## config.mk

```make
export PLATFORM = sky130hd
export DESIGN_NAME = uart_tx
export DESIGN_NICKNAME = d
export VERILOG_FILES = /design/src/rtl/uart_pkg.sv /design/src/rtl/uart_baud_gen.sv /design/src/rtl/uart_tx.sv
export SDC_FILE = /design/constraint.sdc
export NUM_CORES = 1
export LEC_CHECK = 0
export ABC_AREA = 1
export CAP_MARGIN = 20
export CORE_MARGIN = 5
export CORE_UTILIZATION = 60
export CTS_CLUSTER_SIZE = 8
export DETAILED_ROUTE_END_ITERATION = 8
export GPL_TIMING_DRIVEN = 0
export PLACE_DENSITY = 0.82
export SETUP_SLACK_MARGIN = 0.2
export SYNTH_ARGS = -nofsm -noshare
export SYNTH_HDL_FRONTEND = slang
export SYNTH_HIERARCHICAL = 1
export SYNTH_SLANG_ARGS = --single-unit
```

## constraint.sdc

```tcl
create_clock -name clk -period 5.2 [get_ports clk]
set_clock_uncertainty 0.15 [all_clocks]
set_input_delay 0.78 -clock clk [delete_from_list [all_inputs] [get_ports clk]]
set_output_delay 0.78 -clock clk [all_outputs]
set_load 0.1 [all_outputs]
```

## src/rtl/uart_pkg.sv

```systemverilog
// Shared UART definitions: FSM state encoding, parity modes and bit-period helper.
package uart_pkg;

    typedef enum logic [2:0] {
        ST_IDLE,
        ST_START,
        ST_DATA,
        ST_PARITY,
        ST_STOP
    } state_t;

    localparam int PAR_NONE = 0;
    localparam int PAR_ODD  = 1;
    localparam int PAR_EVEN = 2;

    // Clocks per line bit (integer division); also used for receiver oversampling.
    function automatic int bit_period(input int clk_freq, input int baud_rate);
        return clk_freq / baud_rate;
    endfunction

endpackage

```

## src/rtl/uart_baud_gen.sv

```systemverilog
// Free-running bit-period counter; bit_tick is high on the last clock of each period.
module uart_baud_gen
    import uart_pkg::*;
#(
    parameter int BIT_CNT_TH = 16
) (
    input  logic clk,
    input  logic rst,
    input  logic restart,
    output logic bit_tick
);

    localparam int CW = $clog2(BIT_CNT_TH);
    localparam logic [CW-1:0] LAST = CW'(BIT_CNT_TH - 1);

    logic [CW-1:0] cnt;

    always_ff @(posedge clk or negedge rst) begin
        if (!rst) begin
            cnt <= '0;
        end else if (restart || bit_tick) begin
            cnt <= '0;
        end else begin
            cnt <= cnt + CW'(1);
        end
    end

    assign bit_tick = (cnt == LAST);

endmodule

```

## src/rtl/uart_tx.sv

```systemverilog
// UART transmitter: one-entry holding register feeding a start/data/parity/stop framing FSM.
module uart_tx
    import uart_pkg::*;
#(
    parameter int CLK_FREQ   = 100_000_000,
    parameter int BAUD_RATE  = 9600,
    parameter int DATA_WIDTH = 8,
    parameter int PARITY     = 0,
    parameter int STOP_BITS  = 1
) (
    input  logic                  clk,
    input  logic                  rst,
    input  logic [DATA_WIDTH-1:0] i_tx_data,
    input  logic                  i_tx_vld,
    output logic                  o_tx_rdy,
    output logic                  o_tx_bit,
    output logic                  o_tx_busy,
    output logic                  o_tx_done
);

    localparam int BIT_CNT_TH = bit_period(CLK_FREQ, BAUD_RATE);
    localparam int BW         = $clog2(DATA_WIDTH);
    localparam logic [BW-1:0] LAST_BIT = BW'(DATA_WIDTH - 1);

    if (BIT_CNT_TH < 2) begin : g_th_check
        $error("uart_tx: CLK_FREQ/BAUD_RATE must be at least 2");
    end
    if (DATA_WIDTH < 5 || DATA_WIDTH > 9) begin : g_dw_check
        $error("uart_tx: DATA_WIDTH must be 5..9");
    end
    if (STOP_BITS < 1 || STOP_BITS > 2) begin : g_sb_check
        $error("uart_tx: STOP_BITS must be 1 or 2");
    end

    state_t                state, state_nxt;
    logic [DATA_WIDTH-1:0] hold;
    logic                  hold_full;
    logic [DATA_WIDTH-1:0] sr, sr_nxt;
    logic [BW-1:0]         bit_cnt, bit_cnt_nxt;
    logic                  stop_cnt, stop_cnt_nxt;
    logic                  par_bit, par_nxt;
    logic                  tx_bit_nxt;
    logic                  done_nxt;
    logic                  load;
    logic                  bit_tick;

    assign o_tx_rdy  = !hold_full;
    assign o_tx_busy = (state != ST_IDLE);

    uart_baud_gen #(
        .BIT_CNT_TH(BIT_CNT_TH)
    ) u_baud (
        .clk     (clk),
        .rst     (rst),
        .restart (load),
        .bit_tick(bit_tick)
    );

    always_ff @(posedge clk or negedge rst) begin
        if (!rst) begin
            hold      <= '0;
            hold_full <= 1'b0;
        end else if (i_tx_vld && !hold_full) begin
            hold      <= i_tx_data;
            hold_full <= 1'b1;
        end else if (load) begin
            hold_full <= 1'b0;
        end
    end

    always_ff @(posedge clk or negedge rst) begin
        if (!rst) begin
            state     <= ST_IDLE;
            sr        <= '0;
            bit_cnt   <= '0;
            stop_cnt  <= 1'b0;
            par_bit   <= 1'b0;
            o_tx_bit  <= 1'b1;
            o_tx_done <= 1'b0;
        end else begin
            state     <= state_nxt;
            sr        <= sr_nxt;
            bit_cnt   <= bit_cnt_nxt;
            stop_cnt  <= stop_cnt_nxt;
            par_bit   <= par_nxt;
            o_tx_bit  <= tx_bit_nxt;
            o_tx_done <= done_nxt;
        end
    end

    always_comb begin
        state_nxt    = state;
        sr_nxt       = sr;
        bit_cnt_nxt  = bit_cnt;
        stop_cnt_nxt = stop_cnt;
        par_nxt      = par_bit;
        tx_bit_nxt   = o_tx_bit;
        done_nxt     = 1'b0;
        load         = 1'b0;

        case (state)
            ST_IDLE: begin
                tx_bit_nxt = 1'b1;
                load       = hold_full;
            end
            ST_START: begin
                if (bit_tick) begin
                    state_nxt   = ST_DATA;
                    tx_bit_nxt  = sr[0];
                    sr_nxt      = sr >> 1;
                    bit_cnt_nxt = '0;
                end
            end
            ST_DATA: begin
                if (bit_tick) begin
                    if (bit_cnt == LAST_BIT) begin
                        if (PARITY != PAR_NONE) begin
                            state_nxt  = ST_PARITY;
                            tx_bit_nxt = par_bit;
                        end else begin
                            state_nxt    = ST_STOP;
                            tx_bit_nxt   = 1'b1;
                            stop_cnt_nxt = 1'b0;
                        end
                    end else begin
                        tx_bit_nxt  = sr[0];
                        sr_nxt      = sr >> 1;
                        bit_cnt_nxt = bit_cnt + BW'(1);
                    end
                end
            end
            ST_PARITY: begin
                if (bit_tick) begin
                    state_nxt    = ST_STOP;
                    tx_bit_nxt   = 1'b1;
                    stop_cnt_nxt = 1'b0;
                end
            end
            ST_STOP: begin
                if (bit_tick) begin
                    if (stop_cnt == 1'(STOP_BITS - 1)) begin
                        done_nxt = 1'b1;
                        if (hold_full) begin
                            load = 1'b1;
                        end else begin
                            state_nxt  = ST_IDLE;
                            tx_bit_nxt = 1'b1;
                        end
                    end else begin
                        stop_cnt_nxt = 1'b1;
                    end
                end
            end
            default: begin
                state_nxt  = ST_IDLE;
                tx_bit_nxt = 1'b1;
            end
        endcase

        // Loading from IDLE and the back-to-back reload out of STOP share one path.
        if (load) begin
            state_nxt  = ST_START;
            sr_nxt     = hold;
            par_nxt    = (^hold) ^ (PARITY == PAR_ODD);
            tx_bit_nxt = 1'b0;
        end
    end

endmodule

```

* Word level (Yosys, flattened, before mapping)
Index checks and enable logic that the tools add are counted.
** Operators by class
- Add/subtract/negate cells :: 2
- Multiplexer cells :: 43
- Equality and inequality tests :: 21
- Reduce and logical (&&, ||, !) cells :: 14
** Operator list (count)
- $mux 3 :: 11
- $mux 8 :: 4
- $mux 1 :: 21
- $pmux 8 s2 :: 1
- $pmux 3 s5 :: 1
- $add 14x1->14 const B :: 1
- $eq 14x14->1 const B :: 1
- $mux 14 :: 1
- $ne 3x1->1 const B :: 4
- $ne 3x2->1 const B :: 4
- $ne 2x1->1 const B :: 5
- $reduce_bool 3->1 :: 3
- $reduce_and 4->1 :: 2
- $reduce_and 8->1 :: 1
- $eq 3x2->1 const B :: 2
- $eq 3x3->1 const B :: 2
- $pmux 3 s2 :: 1
- $reduce_and 6->1 :: 1
- $reduce_and 5->1 :: 1
- $ne 2x2->1 const B :: 2
- $pmux 1 s4 :: 1
- $reduce_bool 2->1 :: 2
- $add 3x1->3 const B :: 1
- $eq 3x1->1 const B :: 1
- other kinds (6) :: 6
** Storage, ports and cells
- Word-level logic and storage cells :: 89
- Bits of input ports :: 11
- Register bits after elaboration :: 40
- Output and inout bits :: 4

* Depth between registers and ports, before layout
- Word-level depth :: 6
- Mapped depth :: 12
- Mapped depth without buffers :: 12

* By module
The synthesis kept the hierarchy.
** By module, submodules not included
- uart_tx :: sequential area each 626.9 sq um, cells an instance 138, area each 1218.7 sq um, times used 1
- uart_baud_gen :: sequential area each 350.3 sq um, cells an instance 110, area each 805.8 sq um, times used 1

* Worst setup path before layout
No wires, ideal clock.
- Path kind :: flip-flop to output port
- Start :: register state[0]
- End :: output o_tx_busy
- Buffers on the path :: 0
- Path slack :: 3.052 ns
- Data required time :: 4.270 ns
- Arrival time :: 1.218 ns
- Stages on the path, launching flop included :: 3
- Cells stage by stage :: dfrtp_1 -> nor2_2 -> nand2_1
** Between the ends
- Cells in the longest elaborated chain, start to end :: 1
** Ends and longest elaborated chain
- start, declared :: RTL line uart_tx.sv:35 : state_t state, state_nxt;
- start signal, assigned :: RTL line uart_tx.sv:81 : state <= state_nxt;
- $reduce_bool 3->1 :: RTL line uart_tx.sv:48 : assign o_tx_busy = (state != ST_IDLE);
- end, declared :: RTL line uart_tx.sv:17 : output logic o_tx_busy,
Every way passes these cells.

* Final worst setup path
- Start :: register state[2]
- End :: output o_tx_busy
Same word-level chain as after synthesis.

==> flow_summary.toml <==
[floorplanning]
fp-row-count = 21
die_w_um = 68.1
start_util_pct = 61.1
core_um2 = 3310
fp.dieArea_um2 = 4640
die_y_um = 68.1
pin_count = 15

[logic_synthesis]
synth_seq_area_share_pct = 48.3
synth_ff_type = "dfrtp_1"
synth_seq_cells = 39
synth_enable_flop_cells = 0
avgSynthCellArea_um2 = 8.16
synthesis.area_um2 = 2020
yosys_warnings = 6
synth_fp_nets = 263
async_flop_share_pct = 100
ys_types = 26
synth_top_area_share_pct = 47.0
synth.largest_area_cell = "dfrtp_1"
syn_inst = 248
synth_area_leaders = "dfrtp_1 47%, nand2_1 14%, nor2_1 6.3%, nand3_1 4.4%, inv_1 4.3%"

[detailed_routing]
dr_wl_met2_um = 1650
final_antenna_net_count = 0
wirelength_um = 3670
drtPass1Iterations = 4
wl_met1_um = 1730
drc_errors = 0
top_layer = "met4"
wl_per_cell_um = 11.7
vias_per_cell = 5.12
dr_wl_met3_um = 190
detail_route.iter0.violations = 143
via_count = 1612

[worst_hold_path]
hold-path-endpoint = "sr[7]"
hold_start = "hold[7]"
min_path_cells = 2
hold_class = "flop to flop"

[placement]
dp_hpwl_um = 2660
io_buffers = 14
dp_cells = 308
routabilityCongestion = 0.869

[power_and_ir_drop]
pwr-share-comb_pct = 46.7
power.density_nw_per_um2 = 514
p_int_w = 0.000646
p_clk_share_pct = 13.6
leakagePower_nw = 1.10
p_switching_w = 0.000523
ir_drop_mv = 0.254
p_seq_share_pct = 39.7
swShare_pct = 44.7

[global_route]
grt_pass1_wl_um = 6400
groute.usage.overall_pct = 19.1
grt_pass1_vias = 1477
grt_max_degree = 40
grt_overflow_total = 0
antenna_found_initial = 0

[cts]
clkTransAtPathRegs_ns = 0.12
ctsHoldBuffers = 0
clock_sinks = 39
clock_latency_ns = 0.35
htree_levels = 2
cts_inserted_buffers = 5
cts_tree = "yes"
cts_buffer_depth = 2
postCtsSetupBuffers = 0
cts-root-buf = "clkbuf_4"
cts_resized = 0

[worst_setup_path]
cp_max_fo = 5
rrSetupSlack_ns = 2.79
reg2reg_from = "u_baud/cnt[0]"
r2r_end = "u_baud/cnt[4]"
cp-start-kind = "flop"
crit_type = "flop to output pin"
reg2reg_depth = 11
cp_data_arrival_time_ns = 2.20
end_kind = "output pin"
required_ns = 4.27

[final_layout]
nNetsFinal = 284
antenna_cells = 0
stdcell_count = 315
fillCellCount = 288
drive_gt1_share_pct = 13.4
syn_to_final_growth_pct = 12.3

[flow_run]
cap_violations = 0

[timing]
timing.final.crit_period_ns = 3.13
setup_viol = 0
worst_slew_pin_slew_ns = 0.967
slew_headroom_pct = 35.3
fmax_ghz = 0.320
drv_slew = 0
hold_viol = 0
setup_tns_ns = 0
rsz0062_at_grt = "false"
fin_crit_sh_pct = 60.2

[status]
outcome = "completed"
sequential cells by signal, summed over array words and instances (netlist names):
name	count
bit_cnt	3
hold	8
hold_full	1
o_tx_bit	1
o_tx_done	1
sr	8
state	3
u_baud/cnt	14
worst max-delay path, cell delays in order, from the launching register on:
cell,delay [ns]
dfrtp_1,0.49
inv_2,0.09
nand2_1,0.12
clkdlybuf4s50_1,1.14
metrics by stage:
| step | instance area, um^2 | worst slack [ns] | hold slack (ns) | utilization, % | total power, W |
|---|---|---|---|---|---|
| finish | 2270 | 2.07 | 0.336 | 68.7 | 0.00117 |
| floorplan | 2020 | 3.05 | 0.294 | - | 0.000900 |
| global route | 2270 | 1.95 | 0.362 | 68.7 | 0.00127 |
| global placement | 2220 | 2.30 | 0.307 | 67.1 | 0.00101 |
| CTS | 2270 | 2.06 | 0.340 | 68.7 | 0.00118 |
| detailed placement | 2220 | 2.47 | 0.316 | 67.0 | 0.00102 |
power by group through the flow:
stage / Combinational, W / Sequential, W / Clock, W
after global routing: 0.000610 / 0.000477 / 0.000180
final: 0.000545 / 0.000464 / 0.000159
after CTS: 0.000551 / 0.000464 / 0.000164
after floorplan: 0.000413 / 0.000487 / 0
after global placement: 0.000540 / 0.000467 / 0
after detailed placement: 0.000550 / 0.000470 / 0
kinds of logic after synthesis:
| kind of cell | Yosys count | share of synthesized area [%] |
|---|---|---|
| xor+xnor | 7 | 3.03 |
| compound gates | 15 | 4.08 |
| fa+ha+maj | 4 | 2.47 |
| mux | 4 | 2.22 |
| simple gates | 147 | 32.6 |
| buf+inv | 32 | 7.29 |
| flops | 39 | 48.3 |
cells in the mapped netlist (2+ instances only):
cell,n
mux2_2,4
xnor2_1,3
nand2_2,2
nor2_2,3
nand4_1,7
ha_1,4
buf_6,3
inv_1,23
dfrtp_1,38
nor3_1,2
o21ai_2,2
nand3_1,18
nor2_1,34
nand3_2,4
a21oi_1,5
inv_2,4
o21ai_1,7
nand2_1,74
xor2_1,4
layer usage:
layer,up-vias,track usage [%]
li1,820,-
met1,741,26.1
met2,41,27.2
met3,10,3.12
met4,0,14.1
met5,-,0
layout make-up:
type	instances	area (um^2)	area share, %
tap	46	57.6	2.53
inverter	27	101	4.46
clock inverter	1	5.00	0.220
clock buffer	6	51.3	2.26
buffer	5	46.3	2.04
sequential	39	977	43.0
multi-input combinational	177	900	39.6
timing repair buffer	14	135	5.94
worst max path at each step:
stage | startpoint | to | slack, ns | cells past startpoint
5_1_grt | state[0] | o_tx_busy | 1.95 | 3
2_1_floorplan | state[0] | o_tx_busy | 3.05 | 2
6_report | state[2] | o_tx_busy | 2.07 | 3
4_1_cts | state[0] | o_tx_busy | 2.06 | 3
3_3_place_gp | rst | bit_cnt[1] | 2.30 | 1
3_5_place_dp | state[2] | o_tx_busy | 2.47 | 3
cell usage in the layout (no fill, tap or decap), types with 4 or more instances in the layout:
| master | synthesis | routed |
|---|---|---|
| nand2_1 | 74 | 74 |
| dfrtp_1 | 38 | 38 |
| nor2_1 | 34 | 34 |
| inv_1 | 23 | 23 |
| nand3_1 | 18 | 18 |
| clkdlybuf4s50_1 | 0 | 13 |
| nand4_1 | 7 | 7 |
| o21ai_1 | 7 | 7 |
| a21oi_1 | 5 | 5 |
| clkbuf_4 | 0 | 5 |
| inv_2 | 4 | 4 |
| nand3_2 | 4 | 4 |
| mux2_2 | 4 | 4 |
| ha_1 | 4 | 4 |
| xor2_1 | 4 | 4 |
No activity file was read; power rests on OpenSTA's default activity.
